[src/rtl/texture_filter_pipe.sv]
// texture_filter_pipe: 3-stage bilinear / linear-S / nearest texel filter
// with a valid/ready handshake and sideband passthrough.
// Optional feature macro: TEXTURE_FILTER_ROUND_EN (round-to-nearest lerp;
// when undefined the lerp truncates).
module texture_filter_pipe #(
    parameter int CHANNELS      = 4,
    parameter int CHANNEL_WIDTH = 8,
    parameter int FRAC_WIDTH    = 8,
    parameter int USER_WIDTH    = 16
) (
    input  logic                              aclk,
    input  logic                              areset,
    input  logic                              s_valid,
    output logic                              s_ready,
    input  logic [CHANNELS*CHANNEL_WIDTH-1:0] s_texel00,
    input  logic [CHANNELS*CHANNEL_WIDTH-1:0] s_texel01,
    input  logic [CHANNELS*CHANNEL_WIDTH-1:0] s_texel10,
    input  logic [CHANNELS*CHANNEL_WIDTH-1:0] s_texel11,
    input  logic [FRAC_WIDTH-1:0]             s_frac_s,
    input  logic [FRAC_WIDTH-1:0]             s_frac_t,
    input  logic [1:0]                        s_mode,
    input  logic [USER_WIDTH-1:0]             s_user,
    output logic                              m_valid,
    input  logic                              m_ready,
    output logic [CHANNELS*CHANNEL_WIDTH-1:0] m_texel,
    output logic [USER_WIDTH-1:0]             m_user
);

    localparam int LW = CHANNEL_WIDTH + FRAC_WIDTH + 1;

`ifdef TEXTURE_FILTER_ROUND_EN
    localparam logic [LW-1:0] RND = LW'(1) << (FRAC_WIDTH - 1);
`else
    localparam logic [LW-1:0] RND = '0;
`endif

    localparam logic [1:0] MODE_NEAREST = 2'b00;
    localparam logic [1:0] MODE_LIN_S   = 2'b10;

    typedef logic [CHANNELS-1:0][CHANNEL_WIDTH-1:0] texel_t;

    // L(a,b,f) = (a*(M-f) + b*f + R) >> F; the sum stays below 2^(CW+F),
    // so the result never exceeds max(a,b) and f=0 returns a exactly.
    function automatic logic [CHANNEL_WIDTH-1:0] lerp(
        input logic [CHANNEL_WIDTH-1:0] a,
        input logic [CHANNEL_WIDTH-1:0] b,
        input logic [FRAC_WIDTH-1:0]    f
    );
        logic [LW-1:0] wf;
        logic [LW-1:0] wmf;
        logic [LW-1:0] acc;
        wf  = LW'(f);
        wmf = (LW'(1) << FRAC_WIDTH) - wf;
        acc = LW'(a) * wmf + LW'(b) * wf + RND;
        return acc[FRAC_WIDTH +: CHANNEL_WIDTH];
    endfunction

    texel_t t00_w, t01_w, t10_w, t11_w;
    assign t00_w = s_texel00;
    assign t01_w = s_texel01;
    assign t10_w = s_texel10;
    assign t11_w = s_texel11;

    // Stage 1 state: horizontal lerps plus everything stage 2 still needs
    texel_t                  row0_q, row1_q, row0_d, row1_d, t00_q;
    logic [FRAC_WIDTH-1:0]   frac_t_q;
    logic [1:0]              mode_q;
    logic [USER_WIDTH-1:0]   user1_q;
    // Stage 2 state: mode-selected result
    texel_t                  bil_d, res2_d, res2_q;
    logic [USER_WIDTH-1:0]   user2_q;
    // Stage 3 state: output register
    texel_t                  out_q;
    logic [USER_WIDTH-1:0]   user3_q;
    // One valid bit per stage; index 3 is the output stage
    logic [3:1]              vld_q, vld_d;

    logic ce;

    // Whole pipe advances as one unit whenever the output slot is free
    assign ce      = !vld_q[3] | m_ready;
    assign s_ready = ce & !areset;
    assign vld_d   = {vld_q[2], vld_q[1], s_valid};

    for (genvar c = 0; c < CHANNELS; c++) begin : g_lane
        assign row0_d[c] = lerp(t00_w[c], t01_w[c], s_frac_s);
        assign row1_d[c] = lerp(t10_w[c], t11_w[c], s_frac_s);
        assign bil_d[c]  = lerp(row0_q[c], row1_q[c], frac_t_q);
    end

    // Stage-2 mode select; mode 11 falls through to bilinear
    always_comb begin
        res2_d = bil_d;
        case (mode_q)
            MODE_NEAREST: res2_d = t00_q;
            MODE_LIN_S:   res2_d = row0_q;
            default:      res2_d = bil_d;
        endcase
    end

    // Pipeline registers: all stages load together on ce, hold otherwise
    always_ff @(posedge aclk or posedge areset) begin
        if (areset) begin
            vld_q    <= '0;
            row0_q   <= '0;
            row1_q   <= '0;
            t00_q    <= '0;
            frac_t_q <= '0;
            mode_q   <= '0;
            user1_q  <= '0;
            res2_q   <= '0;
            user2_q  <= '0;
            out_q    <= '0;
            user3_q  <= '0;
        end else if (ce) begin
            vld_q    <= vld_d;
            row0_q   <= row0_d;
            row1_q   <= row1_d;
            t00_q    <= t00_w;
            frac_t_q <= s_frac_t;
            mode_q   <= s_mode;
            user1_q  <= s_user;
            res2_q   <= res2_d;
            user2_q  <= user1_q;
            out_q    <= res2_q;
            user3_q  <= user2_q;
        end
    end

    assign m_valid = vld_q[3];
    assign m_texel = out_q;
    assign m_user  = user3_q;

endmodule

[config.mk]
export PLATFORM = sky130hd
export DESIGN_NAME = texture_filter_pipe
export DESIGN_NICKNAME = d
export VERILOG_FILES = /design/src/rtl/texture_filter_pipe.sv
export SDC_FILE = /design/constraint.sdc
export NUM_CORES = 2
export LEC_CHECK = 0
export ABC_AREA = 1
export CAP_MARGIN = 25
export CORE_UTILIZATION = 25
export DETAILED_ROUTE_END_ITERATION = 6
export SLEW_MARGIN = 20
export SYNTH_ARGS = -nofsm -noshare
export SYNTH_HDL_FRONTEND = slang
export SYNTH_SLANG_ARGS = --single-unit
[constraint.sdc]
create_clock -name aclk -period 9.7 [get_ports aclk]
set_clock_uncertainty 0.1 [all_clocks]
set_input_delay 1.94 -clock aclk [delete_from_list [all_inputs] [get_ports aclk]]
set_output_delay 1.94 -clock aclk [all_outputs]
set_load 0.03 [all_outputs]
## Yosys cells after proc, flatten, opt, wreduce, memory -nomap -nowiden

Cells that the tools add are included.

| storage, ports and cells | value |
|---|---|
| output and inout port bits | 50 |
| logic and storage cells | 71 |
| flip-flop bits (word level) | 221 |

| cells by class | value |
|---|---|
| bitwise operators | 2 |
| multipliers | 24 |
| equality and inequality tests | 1 |
| reductions and logical operators | 3 |
| add/sub/neg operators | 14 |
| mux-type cells | 1 |

Operators with widths:

| cell | number |
|---|---|
| 16-bit adder | 12 |
| 8-bit by 8-bit multiplier with 16-bit output | 12 |
| 8-bit by 17-bit multiplier with 16-bit output | 10 |
| 32-bit case mux with 2 select lines | 1 |
| 9-bit by 10-bit multiplier with 16-bit output | 2 |
| 9-bit by 8-bit subtractor with 10-bit output, first input constant | 2 |
| 2-bit == test, second input constant | 1 |
| 1-bit logical NOT | 2 |
| 2-bit logical NOT | 1 |
| 1-bit AND | 1 |
| 1-bit bitwise OR | 1 |

## Depth between registers and ports, before layout

| logic depth | value |
|---|---|
| depth after elaboration | 4 |
| mapped depth | 37 |
| depth with buffers taken out | 32 |

## Worst setup path after synthesis

No wires, ideal clock.

| timing | value |
|---|---|
| path type | input to register |
| start | in s_frac_s[0] |
| end | reg row1_q[29] (netlist name) |
| path slack | 1,504 ps |
| setup time | 118 ps |
| arrival | 7,978 ps |
| stages on the path | 32 |
| cells stage by stage | buf_4 -> clkbuf_1 -> clkbuf_1 -> inv_1 -> ha_1 -> nand2_1 -> nor2_2 -> nand2_1 -> o21ai_0 -> nand2_1 -> buf_2 -> buf_2 -> nor2_1 -> fa_1 -> inv_1 -> fa_1 -> inv_1 -> fa_1 -> inv_1 -> fa_1 -> fa_1 -> fa_1 -> inv_1 -> ha_1 -> a21oi_1 -> o21ai_0 -> inv_1 -> nand3_1 -> a21oi_1 -> nand2_1 -> nand3_1 -> nand2_1 |

| between the ends | value |
|---|---|
| word-level cells in the longest chain between the ends | 3 |
| elaborated cells on any way between the ends | 4 |

RTL lines:

| what | line | source |
|---|---|---|
| start: declaration | 19 | `input logic [FRAC_WIDTH-1:0] s_frac_s,` |
| 9-bit by 8-bit subtractor with 10-bit output | 53 | `wmf = (LW'(1) << FRAC_WIDTH) - wf;` |
| 9-bit by 10-bit multiplier with 16-bit output | 54 | `acc = LW'(a) * wmf + LW'(b) * wf + RND;` |
| 16-bit adder (*) | 54 |  |
| end signal: assignment | 118 | `row1_q <= row1_d;` |
| end: declaration | 65 | `texel_t row0_q, row1_q, row0_d, row1_d, t00_q;` |

Mark *: on every way between the ends. The rest lies on a longest branch, timed or not.
A chain may end at the register's enable or synchronous reset.

## Worst setup path after layout

| timing | value |
|---|---|
| start | in s_frac_s[0] |
| end | reg row1_q[1] (netlist name) |

| between the ends | value |
|---|---|
| word-level cells in the longest chain between the ends | 3 |
| elaborated cells on any way between the ends | 4 |

RTL lines:

| what | line |
|---|---|
| 9-bit by 8-bit subtractor with 10-bit output | 53 |
| 8-bit by 17-bit multiplier with 16-bit output | 54 |
| 16-bit adder (*) | 54 |

Marks and branches as above.

==> out/qor.csv <==
stage,metric,value,unit
sta,max_freq,125,MHz
sta,fin_crit,8.03,ns
die,dieWidth,515,um
sta,fin_tns_setup,0,ns
worst_setup_path,cp_max_fo,19,
cts,cts.path.max_buffers,3,
cts,clock-sinks,221,
logic_synthesis,avgSynthCellArea,7.40,um^2
placement,io_buffers,215,
run_status,status,"finished, final reports clean",
sta,slew_headroom,35.2,%
logic_synthesis,synth_warnings,0,
logic_synthesis,ys_ff_latch,221,
worst_setup_path,endpoint_kind,register,
global_routing,grt_pass1_wl,314,mm
cts,clk_latency,0.63,ns
worst_setup_path,cp_data_arrival_time,8.42,ns
cts,cts_buffers,35,
cts,holdBufCountCts,0,
routing,ant_nets,0,
cts,cts-root-buf,clkbuf_16,
sta,worst_pin_slew,0.972,ns
routing,drt_wl_total,200,mm
sta,hold_viol,0,
logic_synthesis,synth_cell_types,47,
cells_and_area,drive_above_1_share,2.26,%
cells_and_area,layout_common_cells,"inv_1 (2,769), nand2_1 (2,229), fa_1 (1,200), ha_1 (729), nor2_1 (539)",
worst_setup_path,cp_slowest_cell,inv_2,
global_routing,grt_max_degree,90,
logic_synthesis,synth_edf_count,0,
die,chipHeight,515,um
cts,cts_setup_buffers,0,
die,row_count,187,
logic_synthesis,synthFlopType,dfrtp_1,
worst_hold_path,worstHoldPathType,reg -> reg,
flow_run,drv_cap,0,
sta,setup_viol,0,
routing,drt_iter0_markers,3696,
worst_setup_path,crit_type,in -> reg,
routing,drc,0,
global_routing,grt-ovfl-total,0,
die,pin_count,216,
logic_synthesis,synth_area,65700,um^2
cts,cts_resized,0,
worst_setup_path,critPathLaunchType,input pin,
global_routing,grt_pass1_vias,53616,
sta,rsz0062_at_grt,false,
logic_synthesis,yosysSeqAreaShare,8.42,%
worst_setup_path,crit_required,10.09,ns
die,die-area,265000,um^2
cts,clk_pin_slew,0.06,ns
cells_and_area,fin_nets,10938,
die,core-area,260000,um^2
die,start_util,25.2,%
global_routing,antenna_found_initial,31,
routing,num_vias,52397,
placement,hpwl,161,mm
cells_and_area,num-fill-cells,28342,
cells_and_area,area_growth,10.3,%
cts,tritoncts,yes,
logic_synthesis,syn-num-nets,10974,
sta,drv_slew,0,
sta,finalCritPeriodShare,82.8,%
routing,firstDrtPassIters,5,
logic_synthesis,synthCells,8878,
worst_setup_path,path_common_cell,nand2_1,
routing,drt-wirelength-per-cell,16.1,um
worst_setup_path,cp_slowest_stage_delay,0.56,ns
global_routing,gr-usage-all-layers,15.3,%
cts,htree_levels,2,
routing,avgViaCountPerCell,4.23,
logic_synthesis,async_flop_share,100,%
placement,gp_congestion,0.899,
cells_and_area,final_common_cell,inv_1,
-- metal layers --
| metal | share of wire [%] | global-route usage, % | vias to the layer above |
|---|---|---|---|
| li1 | - | - | 25181 |
| met2 | 46 | 25.5 | 1454 |
| met4 | 3.8 | 5.04 | 16 |
| met1 | 45 | 20.6 | 25497 |
| met3 | 5.7 | 1.73 | 249 |
| met5 | 0.047 | 0 | - |
-- layout make-up --
cell class	count	area, um^2	share of cell area, %
Clock buffer	43	937	1.29
Clock inverter	21	206	0.285
Timing Repair Buffer	288	2760	3.80
Tap cell	3496	4370	6.04
Multi-Input combinational cell	5513	48200	66.5
Antenna cell	12	30.0	0.0414
Sequential cell	221	5530	7.63
Inverter	2783	10500	14.4
-- worst paths after layout --
check                      depth (start not counted)  slack (ns)                      to                     from
min in group asynchronous                          2        1.68    vld_q[3]$_DFFE_PP0N_                   areset
min reg2reg                                        2        0.34    vld_q[3]$_DFFE_PP0N_     vld_q[2]$_DFFE_PP0N_
min                                                2        0.34    vld_q[3]$_DFFE_PP0N_     vld_q[2]$_DFFE_PP0N_
max                                               30        1.67   row1_q[1]$_DFFE_PP0N_              s_frac_s[0]
max reg2reg                                       25        2.24  res2_q[21]$_DFFE_PP0N_  frac_t_q[5]$_DFFE_PP0N_
max in group asynchronous                          3        6.43  row1_q[31]$_DFFE_PP0N_                   areset
-- kinds of logic (layout without fill, tap and decap cells) --
group           Yosys count  count (layout)  synth area share, %
other cells               0              12                    0
flops                   221             221                 8.42
fa+ha+maj              1930            1930                 50.5
compound gates          425             425                 3.54
xor+xnor                 20              20                0.278
simple gates           3138            3138                 19.0
buf+inv                3144            3135                 18.3
-- sequential cells by signal, indices dropped and copies added, names as in the netlist --
signal / flops
user2_q: 16
mode_q: 2
user1_q: 16
row0_q: 32
t00_q: 32
m_user: 16
vld_q: 3
res2_q: 32
m_texel: 32
row1_q: 32
frac_t_q: 8
-- through the flow --
step	hold WS (ns)	std cells	worst slack (ns)	area (um^2)	util [%]
4_1_cts	0.325	12365	1.77	72400	27.8
3_5_place_dp	0.334	12301	1.13	71300	27.4
6_report	0.338	12377	1.67	72500	27.8
2_1_floorplan	0.320	8878	1.50	65700	-
3_3_place_gp	0.332	12301	1.21	71300	27.4
5_1_grt	0.367	12370	1.34	72500	27.8
-- Yosys cell counts (10+ instances only) --
cell type / instances / area share [%]
buf_1: 32 / 0.18
or2_2: 24 / 0.23
fa_1: 1200 / 37
nor4_1: 15 / 0.14
nand3b_1: 26 / 0.30
clkbuf_2: 73 / 0.56
a31oi_1: 20 / 0.19
nand3_1: 222 / 1.7
dfrtp_1: 221 / 8.4
buf_4: 11 / 0.13
o21ai_0: 167 / 1.3
nand2_1: 2235 / 13
buf_2: 53 / 0.40
clkbuf_1: 187 / 1.1
a311oi_1: 24 / 0.32
a21oi_1: 173 / 1.3
ha_1: 730 / 14
nor2_1: 540 / 3.1
o21bai_1: 14 / 0.16
nand4_1: 39 / 0.37
inv_1: 2773 / 16
xnor2_1: 10 / 0.13
-- critical path: cells and delay by family --
kind	cells	cell delay [ns]
buffers and inverters	9	1.67
AOI/OAI and AO/OA	1	0.14
and+or+nand+nor	12	1.32
adders and majority gates	8	3.28
Power is left out: the tool's default activity adds up to more than one toggle a clock period on the data nets, which glitch-free logic cannot reach.
